`src/rtl/seg_scan_sink.sv`:
```
// Frame sink for a multiplexed seven-segment display: one pending frame buffer,
// refresh scanning with per-slot anode blanking, frame swaps only at frame boundaries.
module seg_scan_sink #(
  parameter int DIGITS       = 2,
  parameter int SEG_W        = 7,
  parameter int REFRESH_DIV  = 50000,
  parameter int BLANK_CYCLES = 500,
  parameter int ACTIVE_LOW   = 1
) (
  input  logic                             clk,
  input  logic                             rst,
  input  logic                             s_valid,
  output logic                             s_ready,
  input  logic [DIGITS-1:0][SEG_W-1:0]     s_data,
  output logic [SEG_W-1:0]                 seg_n,
  output logic [DIGITS-1:0]                an_n,
  output logic                             frame_start
);

  localparam int CW = (REFRESH_DIV > 1) ? $clog2(REFRESH_DIV) : 1;
  localparam int IW = (DIGITS > 1) ? $clog2(DIGITS) : 1;
  localparam logic [CW-1:0]     C_LAST    = CW'(REFRESH_DIV - 1);
  localparam logic [CW-1:0]     C_BLANK   = CW'(BLANK_CYCLES);
  localparam logic [IW-1:0]     I_LAST    = IW'(DIGITS - 1);
  localparam logic [SEG_W-1:0]  SEG_INACT = (ACTIVE_LOW != 0) ? '1 : '0;
  localparam logic [DIGITS-1:0] AN_INACT  = (ACTIVE_LOW != 0) ? '1 : '0;

  logic [DIGITS-1:0][SEG_W-1:0] pend_q, pend_d;
  logic [DIGITS-1:0][SEG_W-1:0] disp_q, disp_d;
  logic                         pend_valid_q, pend_valid_d;
  logic [CW-1:0]                c_q, c_d;
  logic [IW-1:0]                idx_q, idx_d;
  logic [SEG_W-1:0]             seg_q, seg_d;
  logic [DIGITS-1:0]            an_q, an_d;
  logic                         fs_q, fs_d;

  logic                         blank;
  logic                         boundary;
  logic                         xfer;
  logic [DIGITS-1:0]            an_act;

  assign s_ready  = !pend_valid_q && !rst;
  assign xfer     = s_valid && s_ready;
  assign blank    = (c_q < C_BLANK);
  assign boundary = (c_q == C_LAST) && (idx_q == I_LAST);

  for (genvar gi = 0; gi < DIGITS; gi++) begin : g_an
    assign an_act[gi] = !blank && (idx_q == IW'(gi));
  end

  always_comb begin
    c_d          = c_q + 1'b1;
    idx_d        = idx_q;
    pend_d       = pend_q;
    pend_valid_d = pend_valid_q;
    disp_d       = disp_q;

    if (c_q == C_LAST) begin
      c_d   = '0;
      idx_d = (idx_q == I_LAST) ? '0 : idx_q + 1'b1;
    end

    // A transfer needs an empty buffer, so it can never coincide with a swap;
    // a frame arriving on the boundary edge waits a full frame (no bypass).
    if (xfer) begin
      pend_d       = s_data;
      pend_valid_d = 1'b1;
    end else if (boundary && pend_valid_q) begin
      disp_d       = pend_q;
      pend_valid_d = 1'b0;
    end

    seg_d = (blank ? '0 : disp_q[idx_q]) ^ SEG_INACT;
    an_d  = an_act ^ AN_INACT;
    fs_d  = (c_q == '0) && (idx_q == '0);
  end

  always_ff @(posedge clk) begin
    if (rst) begin
      pend_q       <= '0;
      disp_q       <= '0;
      pend_valid_q <= 1'b0;
      c_q          <= '0;
      idx_q        <= '0;
      seg_q        <= SEG_INACT;
      an_q         <= AN_INACT;
      fs_q         <= 1'b0;
    end else begin
      pend_q       <= pend_d;
      disp_q       <= disp_d;
      pend_valid_q <= pend_valid_d;
      c_q          <= c_d;
      idx_q        <= idx_d;
      seg_q        <= seg_d;
      an_q         <= an_d;
      fs_q         <= fs_d;
    end
  end

  assign seg_n       = seg_q;
  assign an_n        = an_q;
  assign frame_start = fs_q;

endmodule
```
`config.mk`:
```
export PLATFORM = sky130hd
export DESIGN_NAME = seg_scan_sink
export DESIGN_NICKNAME = d
export VERILOG_FILES = /design/src/rtl/seg_scan_sink.sv
export SDC_FILE = /design/constraint.sdc
export NUM_CORES = 1
export LEC_CHECK = 0
export CAP_MARGIN = 20
export CORE_MARGIN = 8
export CORE_UTILIZATION = 40
export DETAILED_ROUTE_END_ITERATION = 10
export SLEW_MARGIN = 5
export SYNTH_ARGS = -nofsm -noshare
export SYNTH_HDL_FRONTEND = slang
export SYNTH_SLANG_ARGS = --single-unit
```
`constraint.sdc`:
```
create_clock -name clk -period 2 [get_ports clk]
set_clock_uncertainty 0.1 [all_clocks]
set_input_delay 0.6 -clock clk [delete_from_list [all_inputs] [get_ports clk]]
set_output_delay 0.6 -clock clk [all_outputs]
set_load 0.005 [all_outputs]
```
==> results.ini <==
[run_status]
status=completed

[detailed_routing]
avgViaCountPerCell=5.05
wl_per_cell_um=13.0
ant_nets=0
routed_wl_um=4710
via_count=1828
drtPass1Iterations=4
drt-initial-drc-count=114
drc=0

[yosys]
synth.area.mux_share=0.0331
synth_simple_gate_area_frac=0.267
synthAdderAreaFrac=0.0105
syn_inst=259
synth_top_family_by_area=simple AND/OR/NAND/NOR gates
synth_compound_area_frac=0.108
ys_ff_latch=56
synth.yosys.seq_area_share=0.471
syn_area_um2=2380
synth_cell_types=34
yosysWarnings=0
synth_edf_count=0
synth_nets=278
synth_xor_area_frac=0.0516
avgSynthCellArea_um2=9.18
yosys_most_used_dff=dfxtp_1
ys_async_sr_fraction=0

[global_routing]
grt_pass1_vias=1735
antenna_found_initial=0
grtUsageTotal=0.118
grt_max_degree=35
grt_pass1_wl_um=8360
overflow=0

[die]
initial_core_util=0.407
pin_count=28
die_w_um=93.1
dieArea_um2=8670
num_rows=28
core_um2=5850
die_y_um=93.1

[power]
p_int_uw=1490
p_per_area_nw_per_um2=680
power.leakage_uw=0.00100
power.total_uw=1920
p_switching_uw=427
switching_share=0.223
combPwrFrac=0.059
power.share.clock=0.334
pwr-share-seq=0.607
ir_drop_v=0.000390

[layout]
diodes=0
finalNetCount=305
final_common_cell=dfxtp_1
final_cell_mix=dfxtp_1, o21ai_0, clkdlybuf4s50_1, nand2_1, nand4_1
syn_to_final_growth_pct=18.5
fin_util=0.482
drive_gt1_frac=0.157

[setup_path]
cp.required_ns=1.30
start_kind=register
rr_worst_depth=6
path_buf_inv=1
crit_arrival_ns=1.15
end_kind=output port
path_max_fanout=1
worstPathCellList=clkdlybuf4s50_1
rr_startpoint=c_q[1]$_SDFF_PP0_
crit_path_max_incr_delay_ns=0.50
reg2reg_setup_slack_ns=0.21
cp_top_family=buffers and inverters
worstReg2RegEnd=disp_q[1]$_SDFFE_PP0P_
crit_type=reg -> out
crit_slowest_cell=clkdlybuf4s50_1

[place]
post-dp-hpwl_um=3200
io_buffer_count=27
post-place-ws_ns=-0.344
place.gp.congestion=0.762

[clock_network]
ctsLongestPathBuffers=2
cts_setup_buffers=0
cts_tree=built
h-tree-depth=2
clock-root-buffer=clkbuf_8
cts_buffers=5
clkLatencyLatePin_ns=0.31
cts_sinks=56
clk_pin_slew_ns=0.10

[min_path]
min_from=disp_q[6]$_SDFFE_PP0P_
min_path_cells=2
hold_path.class=reg -> reg
hold_end=disp_q[6]$_SDFFE_PP0P_

[sta]
hold_violations=0
post-route-period-util=0.925
tightest_slew_ns=0.477
setup_viol=0
min_period_ns=1.85
grt_setup_unrepaired=no
final-max-slew-violation-count=0
max_freq_mhz=540
fin_ws_ns=0.150
slew_headroom=0.678

[flow_run]
cap_violations=0

## metrics by stage
step | cell area (um^2) | hold slack, ns | TNS (ns) | std cells
6_report | 2820 | 0.373 | 0 | 362
5_1_grt | 2820 | 0.392 | 0 | 362
4_1_cts | 2810 | 0.377 | 0 | 362
3_5_place_dp | 2720 | 0.364 | -0.410 | 354
3_3_place_gp | 2720 | 0.355 | -0.395 | 354
2_1_floorplan | 2380 | 0.346 | 0 | 259
## synth_stat cells, types with 3 or more instances
cell type,n,share of area
nand2_1,24,0.038
clkbuf_1,8,0.013
buf_6,3,0.014
nor3_1,3,0.0063
a21oi_1,15,0.032
xor2_1,8,0.029
nand4_1,23,0.060
inv_1,5,0.0079
and3_1,6,0.016
o21ai_0,28,0.059
xnor2_1,6,0.022
mux2_2,7,0.033
nor2_1,10,0.016
dfxtp_1,56,0.47
nor2_2,9,0.024
buf_2,4,0.0084
nand2b_1,16,0.042
nand3_1,4,0.0084
buf_4,3,0.0095
and4_1,4,0.015
## worst max-delay path by stage
stage,slack [ns],startpoint,endpoint,cells past startpoint
after floorplan,0.30,c_q[0]$_SDFF_PP0_,c_q[14]$_SDFF_PP0_,7
after global placement,-0.36,rst,s_ready,3
after CTS,0.03,rst,s_ready,3
after detailed placement,-0.34,rst,s_ready,3
final,0.15,frame_start$_SDFF_PP0_,frame_start,1
after global routing,0.005,c_q[1]$_SDFF_PP0_,disp_q[1]$_SDFFE_PP0P_,6
## cell families (layout without fill, tap and decap cells)
| group | Yosys count | in the layout |
|---|---|---|
| and+or+nand+nor | 109 | 109 |
| DFF | 56 | 56 |
| AOI/OAI and AO/OA | 47 | 47 |
| buffers and inverters | 24 | 52 |
| xor gates and xnor gates | 14 | 14 |
| muxes | 7 | 7 |
| adders and majority gates | 2 | 2 |
## power by group through the flow
stage               Sequential [uW]  Combinational [uW]  Clock, uW
finish                         1160                 114        640
global route                   1170                 130        713
CTS                            1160                 116        663
detailed placement             1190                 117          0
global placement               1190                 115          0
floorplan                      1180                61.4          0
## state kept, by name, summed over array words and instances (netlist names)
signal	flops
seg_n	7
frame_start	1
c_q	16
pend_q	14
disp_q	14
an_n	2
idx_q	1
pend_valid_q	1
## what timing repair did
item / 4_1_cts / 5_1_grt
pin swaps: 1 / 1
gates resized for setup: 4 / 2
hold buffers: 0 / 0
setup endpoints to repair: 1 / 1
## layer usage
layer  global-route usage  wire (um)
met3               0.0304        306
met2                0.155       1910
met4               0.0523         87
met5                    0          0
met1                0.172       2400
## layout make-up
type	instances	area, um^2
clock inverters	1	7.51
multi-input cells	179	1120
fillers	572	3030
repair buffers	39	370
flip-flops and latches	56	1120
clock buffers	7	86.3
inverters	5	18.8
well taps	75	93.8
(Power assumes the default switching activity.)
